## config.mk

```make
export PLATFORM = sky130hd
export DESIGN_NAME = mul_arbiter
export DESIGN_NICKNAME = d
export VERILOG_FILES = /design/src/rtl/mul_arbiter.sv
export SDC_FILE = /design/constraint.sdc
export NUM_CORES = 1
export LEC_CHECK = 0
export ABC_AREA = 1
export CAP_MARGIN = 15
export CORE_MARGIN = 5
export CORE_UTILIZATION = 40
export CTS_CLUSTER_DIAMETER = 60
export DETAILED_ROUTE_END_ITERATION = 8
export PLACE_DENSITY = 0.79
export SETUP_SLACK_MARGIN = 0.1
export SLEW_MARGIN = 30
export SYNTH_ARGS = -nofsm -noshare
export SYNTH_HDL_FRONTEND = slang
export SYNTH_SLANG_ARGS = --single-unit
```

## constraint.sdc

```tcl
create_clock -name mac_clk_i -period 3.8 [get_ports mac_clk_i]
set_clock_uncertainty 0.15 [all_clocks]
set_input_delay 0.76 -clock mac_clk_i [delete_from_list [all_inputs] [get_ports mac_clk_i]]
set_output_delay 0.76 -clock mac_clk_i [all_outputs]
set_load 0.05 [all_outputs]
```

## src/rtl/mul_arbiter.sv

```systemverilog
// mul_arbiter
//   Shares one sequential multiplier between two requesters. A round-robin
//   arbiter accepts one request in IDLE and latches its operands. The block
//   holds them on the multiplier inputs until the multiplier fetches them,
//   then captures the product. The product and the owner id are returned
//   over a valid/ready response port. Only one job is in flight at a time.
// Ports
//   mac_clk_i / mac_nreset_i          clock, async active-low reset
//   req_valid_i / req_ready_o [1:0]   per-requester handshake (ready only in IDLE)
//   req{0,1}_{a,b}_i                  operands per requester
//   rsp_valid_o/rsp_id_o/rsp_data_o   response, held until rsp_ready_i
//   abort_i                           synchronous abort, highest priority
//   busy_o                            FSM not in IDLE
//   mul_*                             multiplier operand/reset/handshake lines
module mul_arbiter #(
  parameter int WIDTH = 5
) (
  input  logic               mac_clk_i,
  input  logic               mac_nreset_i,
  input  logic [1:0]         req_valid_i,
  output logic [1:0]         req_ready_o,
  input  logic [WIDTH-1:0]   req0_a_i,
  input  logic [WIDTH-1:0]   req0_b_i,
  input  logic [WIDTH-1:0]   req1_a_i,
  input  logic [WIDTH-1:0]   req1_b_i,
  output logic               rsp_valid_o,
  output logic               rsp_id_o,
  output logic [2*WIDTH-1:0] rsp_data_o,
  input  logic               rsp_ready_i,
  input  logic               abort_i,
  output logic               busy_o,
  output logic [WIDTH-1:0]   mul_multiplicand_o,
  output logic [WIDTH-1:0]   mul_multiplier_o,
  output logic               mul_nreset_o,
  input  logic               mul_fetching_i,
  input  logic               mul_is_result_i,
  input  logic [2*WIDTH-1:0] mul_result_i
);

  typedef enum logic [1:0] {IDLE, LOAD, WAIT, RESP} state_t;

  state_t             r_state, w_next;
  logic [WIDTH-1:0]   r_a, r_b;
  logic               r_id;
  logic               r_last_grant;
  logic [2*WIDTH-1:0] r_data;
  logic               r_mul_nreset;
  logic [1:0]         w_grant;
  logic               w_accept;

  // Round robin: a lone requester always wins; on a tie the one that was
  // not served last wins. r_last_grant resets to 1 so requester 0 goes first.
  assign w_grant[0] = req_valid_i[0] & (~req_valid_i[1] | r_last_grant);
  assign w_grant[1] = req_valid_i[1] & (~req_valid_i[0] | ~r_last_grant);

  // State register
  always_ff @(posedge mac_clk_i or negedge mac_nreset_i) begin
    if (!mac_nreset_i) r_state <= IDLE;
    else               r_state <= w_next;
  end

  // Next-state logic; abort overrides every transition
  always_comb begin
    w_next = r_state;
    case (r_state)
      IDLE: if (|w_grant)        w_next = LOAD;
      LOAD: if (mul_fetching_i)  w_next = WAIT;
      WAIT: if (mul_is_result_i) w_next = RESP;
      RESP: if (rsp_ready_i)     w_next = IDLE;
      default:                   w_next = IDLE;
    endcase
    if (abort_i) w_next = IDLE;
  end

  // Outputs. Ready is suppressed during reset and on an abort cycle so a
  // requester never sees an accept that the FSM then drops.
  always_comb begin
    w_accept    = (r_state == IDLE) && !abort_i && mac_nreset_i && (|w_grant);
    req_ready_o = w_accept ? w_grant : 2'b00;
    rsp_valid_o = (r_state == RESP);
    busy_o      = (r_state != IDLE);
  end

  // Datapath: operand latch, product capture, arbitration history.
  // In LOAD a result pulse belongs to a previous job, so capture is WAIT-only.
  always_ff @(posedge mac_clk_i or negedge mac_nreset_i) begin
    if (!mac_nreset_i) begin
      r_a          <= '0;
      r_b          <= '0;
      r_id         <= 1'b0;
      r_last_grant <= 1'b1;
      r_data       <= '0;
    end else begin
      if (w_accept) begin
        r_a  <= w_grant[1] ? req1_a_i : req0_a_i;
        r_b  <= w_grant[1] ? req1_b_i : req0_b_i;
        r_id <= w_grant[1];
      end
      if (!abort_i && r_state == WAIT && mul_is_result_i)
        r_data <= mul_result_i;
      if (!abort_i && r_state == RESP && rsp_ready_i)
        r_last_grant <= r_id;
    end
  end

  // Multiplier reset: low in reset, then low for exactly one cycle after
  // any abort so an in-flight multiplication is discarded cleanly.
  always_ff @(posedge mac_clk_i or negedge mac_nreset_i) begin
    if (!mac_nreset_i) r_mul_nreset <= 1'b0;
    else               r_mul_nreset <= ~abort_i;
  end

  assign mul_nreset_o       = r_mul_nreset;
  assign mul_multiplicand_o = r_a;
  assign mul_multiplier_o   = r_b;
  assign rsp_id_o           = r_id;
  assign rsp_data_o         = r_data;

endmodule
```

==> summary.md, run 1 <==
| Metric | Value |
|---|---|
| Status | completed |
| Root buf cell | clkbuf_4 |
| Compound-Gate Fraction of Synth Area | 9.52% |
| Final #Nets | 271 |
| Reg2Reg Depth | 7 |
| Clk sink count | 25 |
| GRT busiest layer | met2 |
| Hold endpoint | mul_multiplier_o[4] |
| Hold path startpoint | mul_multiplier_o[4] |
| Gates resized, CTS repair | 0 |
| Power Dens Cells | 753 nW/um2 |
| IO Port Bufs | 63 |
| Die ar. | 4530 um2 |
| Drt total wl | 3230 um |
| Synthesized net count | 209 |
| Critical path type | in -> out |
| Met3 Usage GRT | 2.33% |
| Die height | 67.3 um |
| CP Launch Type | input pin |
| Final Hold Fails | 0 |
| CP arrival | 2.07 ns |
| Pleak | 0.980 nW |
| H-tree depth | 1 |
| Worst Path Max Fanout | 14 |
| Dominant cells by area after synthesis | dfrtp_1 (46%), nand2_1 (17%), inv_1 (5.7%), nand3_1 (5.3%), o21ai_1 (5.0%) |
| Yosys top cell area share | 45.7% |
| DR WL/cell | 11.9 um |
| Initial Util | 42.3% |
| Cell type with the largest total area after synthesis | dfrtp_1 |
| Syn avg cell area | 7.87 um2 |
| CP peak stage delay | 0.83 ns |
| Number of global-route vias before repair | 1148 |
| Clock Latency Late Sink | 0.31 ns |
| DP Wirelength | 2590 um |
| Reg2Reg Setup Slack | 2.12 ns |
| Met2 usage | 27.2% |
| Die Wd | 67.3 um |
| Max cap viols | 0 |
| Post-Synth Simple-Gate Area | 29.0% |
| Area growth, synth to finish | 52.6% |
| Final Wtd Congestion | 0.796 |
| Post-route minimum period | 2.98 ns |
| Worst Hold Class | reg -> reg |
| Post-route DRC | 0 |
| ANT nets after route | 0 |
| Post-route clock period utilization | 78.4% |
| Setup crit end kind | output pin |
| Final setup fails | 0 |
| Total CTS buffers | 3 |
| XOR/XNOR share of the synthesized area | 0% |
| Clock Pin Slew Worst Setup and Hold Paths | 0.14 ns |
| Num ports | 64 |
| Ys Warns | 0 |
| Total track usage | 15.3% |
| Max-slew headroom | 61.8% |
| # hold bufs at CTS | 0 |
| Fraction of synthesized area in multiplexers | 0% |
| RSZ-0062 raised after global routing | false |
| # Post-CTS Setup Buffers | 0 |
| Slew Viols, Final | 0 |
| CTS tree | built |
| Initial antenna violation count | 0 |
| WP data required | 2.89 ns |
| Critical-path cell list | clkdlybuf4s50_1 -> inv_1 -> o21ai_0 -> nor2_1 -> buf_12 |
| DR vias/cell | 4.53 |
| DR iter-0 viols | 74 |
| First-pass GRT wire length | 5330 um |
| Total power | 1.51 mW |
| Share of cells above drive strength 1 | 7.02% |
| Number of cell rows | 20 |
| Post-synthesis instance total | 167 |
| Total negative slack | 0 ns |
| Total grt overflow | 0 |
| R2R Path Start | r_state[0] |
| Synthesized flop and latch total | 25 |
| Worst IR Drop VDD | 378 uV |
| Post-Synth Adder-Cell Area | 3.81% |
| Slowest cell on crit path | clkdlybuf4s50_1 |
| Fmax | 0.336 GHz |
| Max Root-Sink Buffers | 2 |
| Grt met1 use | 19.2% |
| Largest net degree at the start of global routing | 24 |
| Pre-antenna DRT Iters | 4 |
| Hold depth | 2 |
| Post-Syn Area | 1310 um2 |
| Register area share after synthesis | 47.7% |
| Inserted Diodes | 0 |
| Netlist cell types | 19 |
| Via Count | 1231 |
| FF-to-FF End | rsp_id_o |
| Fillers | 291 |
| Core box area | 3100 um2 |
| Worst slew pin tran | 0.571 ns |
| Largest family of logic cells by synthesized area | simple AND/OR/NAND/NOR gates |
through the flow:
stage	setup WS, ns	hold slack [ns]	utilization, %	std cells	area [um2]
detailed placement	0.857	0.319	63.6	268	1970
finish	0.823	0.345	64.6	272	2000
CTS	0.855	0.351	64.6	272	2000
global placement	0.871	0.314	63.6	268	1970
global route	0.734	0.372	64.6	272	2000
floorplan	0.990	0.314	-	167	1310
cell usage after synthesis (all sizes together):
library cell / count
nand2: 61
o21ai: 25
dfrtp: 24
inv: 21
nand3: 15
nor2: 8
buf: 6
ha: 4
clkbuf: 1
dfstp: 1
nand4: 1
report_power, final:
group | switching (mW) | internal [mW] | total [mW]
clock network | 0.0814 | 0.0400 | 0.121
registers | 0.0649 | 0.388 | 0.453
logic | 0.623 | 0.312 | 0.935
total | 0.769 | 0.740 | 1.51
final cells by class:
cell class / instances / area (um2) / share of cell area [%]
Tap cell: 44 / 55.1 / 2.75
Clock buffer: 3 / 22.5 / 1.12
Inverter: 21 / 78.8 / 3.93
Timing Repair Buffer: 64 / 658 / 32.8
Clock inverter: 1 / 7.51 / 0.375
Multi-Input combinational cell: 114 / 556 / 27.7
Sequential cell: 25 / 627 / 31.3
worst max-delay path: cells and delay by family:
kind | cells | cell delay, ns
simple gates | 1 | 0.09
buf+inv | 3 | 1.06
compound gates | 1 | 0.15
placed cells by master, fill, tap and decap left out:
master,Yosys,final
buf_12,0,2
buf_4,2,1
clkbuf_4,0,3
clkdlybuf4s50_1,0,61
clkinvlp_4,0,1
dfrtp_1,24,24
dfstp_2,1,1
ha_1,4,4
inv_1,20,20
inv_2,1,1
nand2_1,58,58
nand2_2,2,2
nand2_4,1,1
nand3_1,14,14
nand3_2,1,1
nand4_1,1,1
nor2_1,5,5
nor2_4,3,3
o21ai_0,12,12
o21ai_1,13,13
logic make-up (layout without fill, tap and decap cells):
kind of cell | Yosys count | after routing
DFF | 25 | 25
buffers and inverters | 28 | 89
and+or+nand+nor | 85 | 85
AOI/OAI and AO/OA | 25 | 25
adders and majority gates | 4 | 4
sequential cells by signal (all words and copies together), names as in the netlist:
name	count
r_last_grant	1
r_state	2
mul_multiplier_o	5
mul_nreset_o	1
rsp_id_o	1
mul_multiplicand_o	5
rsp_data_o	10
layer usage:
layer	wire, um	vias to the layer above	share of wire [%]
li1	-	647	-
met1	1320	559	41
met5	0	-	0
met4	36	0	1.1
met2	1740	23	54
met3	137	2	4.2
worst max path at each step:
stage | startpoint | endpoint | slack [ns] | cells after the start
2_1_floorplan | r_state[0] | req_ready_o[0] | 0.99 | 7
3_3_place_gp | abort_i | req_ready_o[0] | 0.87 | 5
3_5_place_dp | req_valid_i[1] | req_ready_o[0] | 0.86 | 5
4_1_cts | req_valid_i[1] | req_ready_o[0] | 0.85 | 5
5_1_grt | req_valid_i[1] | req_ready_o[1] | 0.73 | 4
6_report | req_valid_i[1] | req_ready_o[0] | 0.82 | 5
Note: power is estimated with default switching activity, not from simulation.
==> run 2, diff against run 1 <==
==> constraint.sdc (replaced) <==
create_clock -name mac_clk_i -period 3 [get_ports mac_clk_i]
set_clock_uncertainty 0.15 [all_clocks]
set_input_delay 0.6 -clock mac_clk_i [delete_from_list [all_inputs] [get_ports mac_clk_i]]
set_output_delay 0.6 -clock mac_clk_i [all_outputs]
set_load 0.05 [all_outputs]
==> run 2 against run 1 <==
  * Final cell count grew 0.74%
  * Wire length grew 0.65%
  * Cell area grew 0.75%
  * Power grew 27%
  * Sequential power grew 26%
  * Largest cell class unchanged
==> summary.md, run 2 (synthesis results as in run 1) <==
| Metric | Value |
|---|---|
| Status | completed |
| Power Dens Cells | 950 nW/um2 |
| Largest net degree at the start of global routing | 26 |
| CP arrival | 1.96 ns |
| Final Wtd Congestion | 0.755 |
| Final setup fails | 0 |
| IO Port Bufs | 63 |
| Slew Viols, Final | 0 |
| Reg2Reg Depth | 7 |
| Worst Path Max Fanout | 5 |
| Crit. Startpoint | r_state[0] |
| Worst slew pin tran | 0.531 ns |
| WP data required | 2.25 ns |
| WP buf/inv | 3 |
| R2R Path Start | r_state[0] |
| Hold depth | 2 |
| Post-route minimum period | 2.71 ns |
| DR WL/cell | 11.9 um |
| Post-route DRC | 0 |
| Final instance area | 2020 um2 |
| DR iter-0 viols | 50 |
| Num ports | 64 |
| CTS tree | built |
| Die ar. | 4530 um2 |
| Drt total wl | 3250 um |
| Commonest non-fill, non-tap cells in the layout | clkdlybuf4s50_1 (61), nand2_1 (58), dfrtp_1 (24) |
| Critical path type | reg -> out |
| Root buf cell | clkbuf_4 |
| Largest register FFs | 10 |
| Crit-path most repeated cell | inv_1 |
| DP Area | 1990 um2 |
| Worst IR Drop VDD | 470 uV |
| Setup crit end kind | output pin |
| H-tree depth | 1 |
| RSZ-0062 raised after global routing | false |
| Die height | 67.3 um |
| First-pass GRT wire length | 5550 um |
| Setup crit end | busy_o |
| Setup ws final | 0.285 ns |
| Total CTS buffers | 3 |
| Pre-antenna DRT Iters | 4 |
| FF-to-FF End | rsp_id_o |
| Number of cell rows | 20 |
| Crit path max-delay family | buffers and inverters |
| Final Hold Fails | 0 |
| Initial antenna violation count | 0 |
| Core box area | 3100 um2 |
| Max-slew headroom | 64.5% |
| Pleak | 0.989 nW |
| Total negative slack | 0 ns |
| Gates resized, CTS repair | 0 |
| Via Count | 1234 |
| Clk sink count | 25 |
| Clock Pin Slew Worst Setup and Hold Paths | 0.13 ns |
| Area growth, synth to finish | 53.7% |
| DP Wirelength | 2600 um |
| Max Root-Sink Buffers | 2 |
| Number of global-route vias before repair | 1252 |
| CP peak stage delay | 0.82 ns |
| Total grt overflow | 0 |
| # hold bufs at CTS | 0 |
| Share of cells above drive strength 1 | 7.83% |
| ANT nets after route | 0 |
| Post-route clock period utilization | 90.5% |
| Reg2Reg Setup Slack | 1.33 ns |
| Initial Util | 42.3% |
| Fmax | 0.368 GHz |
| Clock Latency Late Sink | 0.31 ns |
| Final #Nets | 273 |
| Critical-path cell list | inv_1 -> ha_1 -> inv_1 -> clkdlybuf4s50_1 |
| CP Launch Type | flop |
| Die Wd | 67.3 um |
| Max cap viols | 0 |
| DR vias/cell | 4.50 |
| Dpl ws | 0.395 ns |
| # Post-CTS Setup Buffers | 0 |
| Inserted Diodes | 0 |
| Stages on the worst setup path | 4 |
| Total track usage | 16.2% |
| Worst Hold Class | reg -> reg |
| Slowest cell on crit path | clkdlybuf4s50_1 |
| Commonest non-fill, non-tap cell in the layout | clkdlybuf4s50_1 |
[run 2: cell count changes in the layout (fill, tap and decap cells not counted), sizes merged]
| cell | delta |
|---|---|
| buf | +2 |
[run 2: layer usage]
metal  GRT usage (%)  wire length, um  vias to the layer above
met3            3.16              145                        2
li1                -                -                      648
met5               0                0                        -
met4            5.06               34                        0
met2            31.3             1810                       26
met1            17.4             1260                      558
[run 2: cell type report]
type | instances | area [um2]
Fill cell | 309 | 1080
Timing Repair Buffer | 66 | 673
Sequential cell | 25 | 627
Multi-Input combinational cell | 114 | 556
Inverter | 21 | 78.8
Tap cell | 44 | 55.1
Clock buffer | 3 | 22.5
Clock inverter | 1 | 7.51
[run 2: how the worst min path moves through the flow]
stage / startpoint / end / slack, ns
floorplan: mac_nreset_i / mul_multiplicand_o[0] / 0.15
global placement: mul_multiplicand_o[1] / mul_multiplicand_o[1] / 0.31
detailed placement: mul_multiplicand_o[3] / mul_multiplicand_o[3] / 0.32
CTS: mul_multiplicand_o[2] / mul_multiplicand_o[2] / 0.35
global route: mul_multiplicand_o[3] / mul_multiplicand_o[3] / 0.36
finish: mul_multiplicand_o[2] / mul_multiplicand_o[2] / 0.34
[run 2: power by group]
| part | total, mW | switching [mW] | internal [mW] | leakage, nW |
|---|---|---|---|---|
| clock network | 0.151 | 0.100 | 0.0509 | 0.0139 |
| logic | 1.19 | 0.793 | 0.401 | 0.663 |
| registers | 0.572 | 0.0810 | 0.491 | 0.312 |
[run 2: per-stage QoR]
step | power (mW) | std cells | hold WS, ns | utilization [%]
global placement | 1.77 | 270 | 0.311 | 64.1
global route | 2.05 | 274 | 0.362 | 65.1
finish | 1.92 | 274 | 0.345 | 65.1
floorplan | 1.36 | 167 | 0.154 | -
CTS | 1.94 | 274 | 0.349 | 65.1
detailed placement | 1.79 | 270 | 0.318 | 64.1
[run 2: worst min-delay path, cell delays in order, from the launching register on]
cell and delay [ns]:
dfrtp_1 0.36, o21ai_1 0.06, nand2_1 0.05
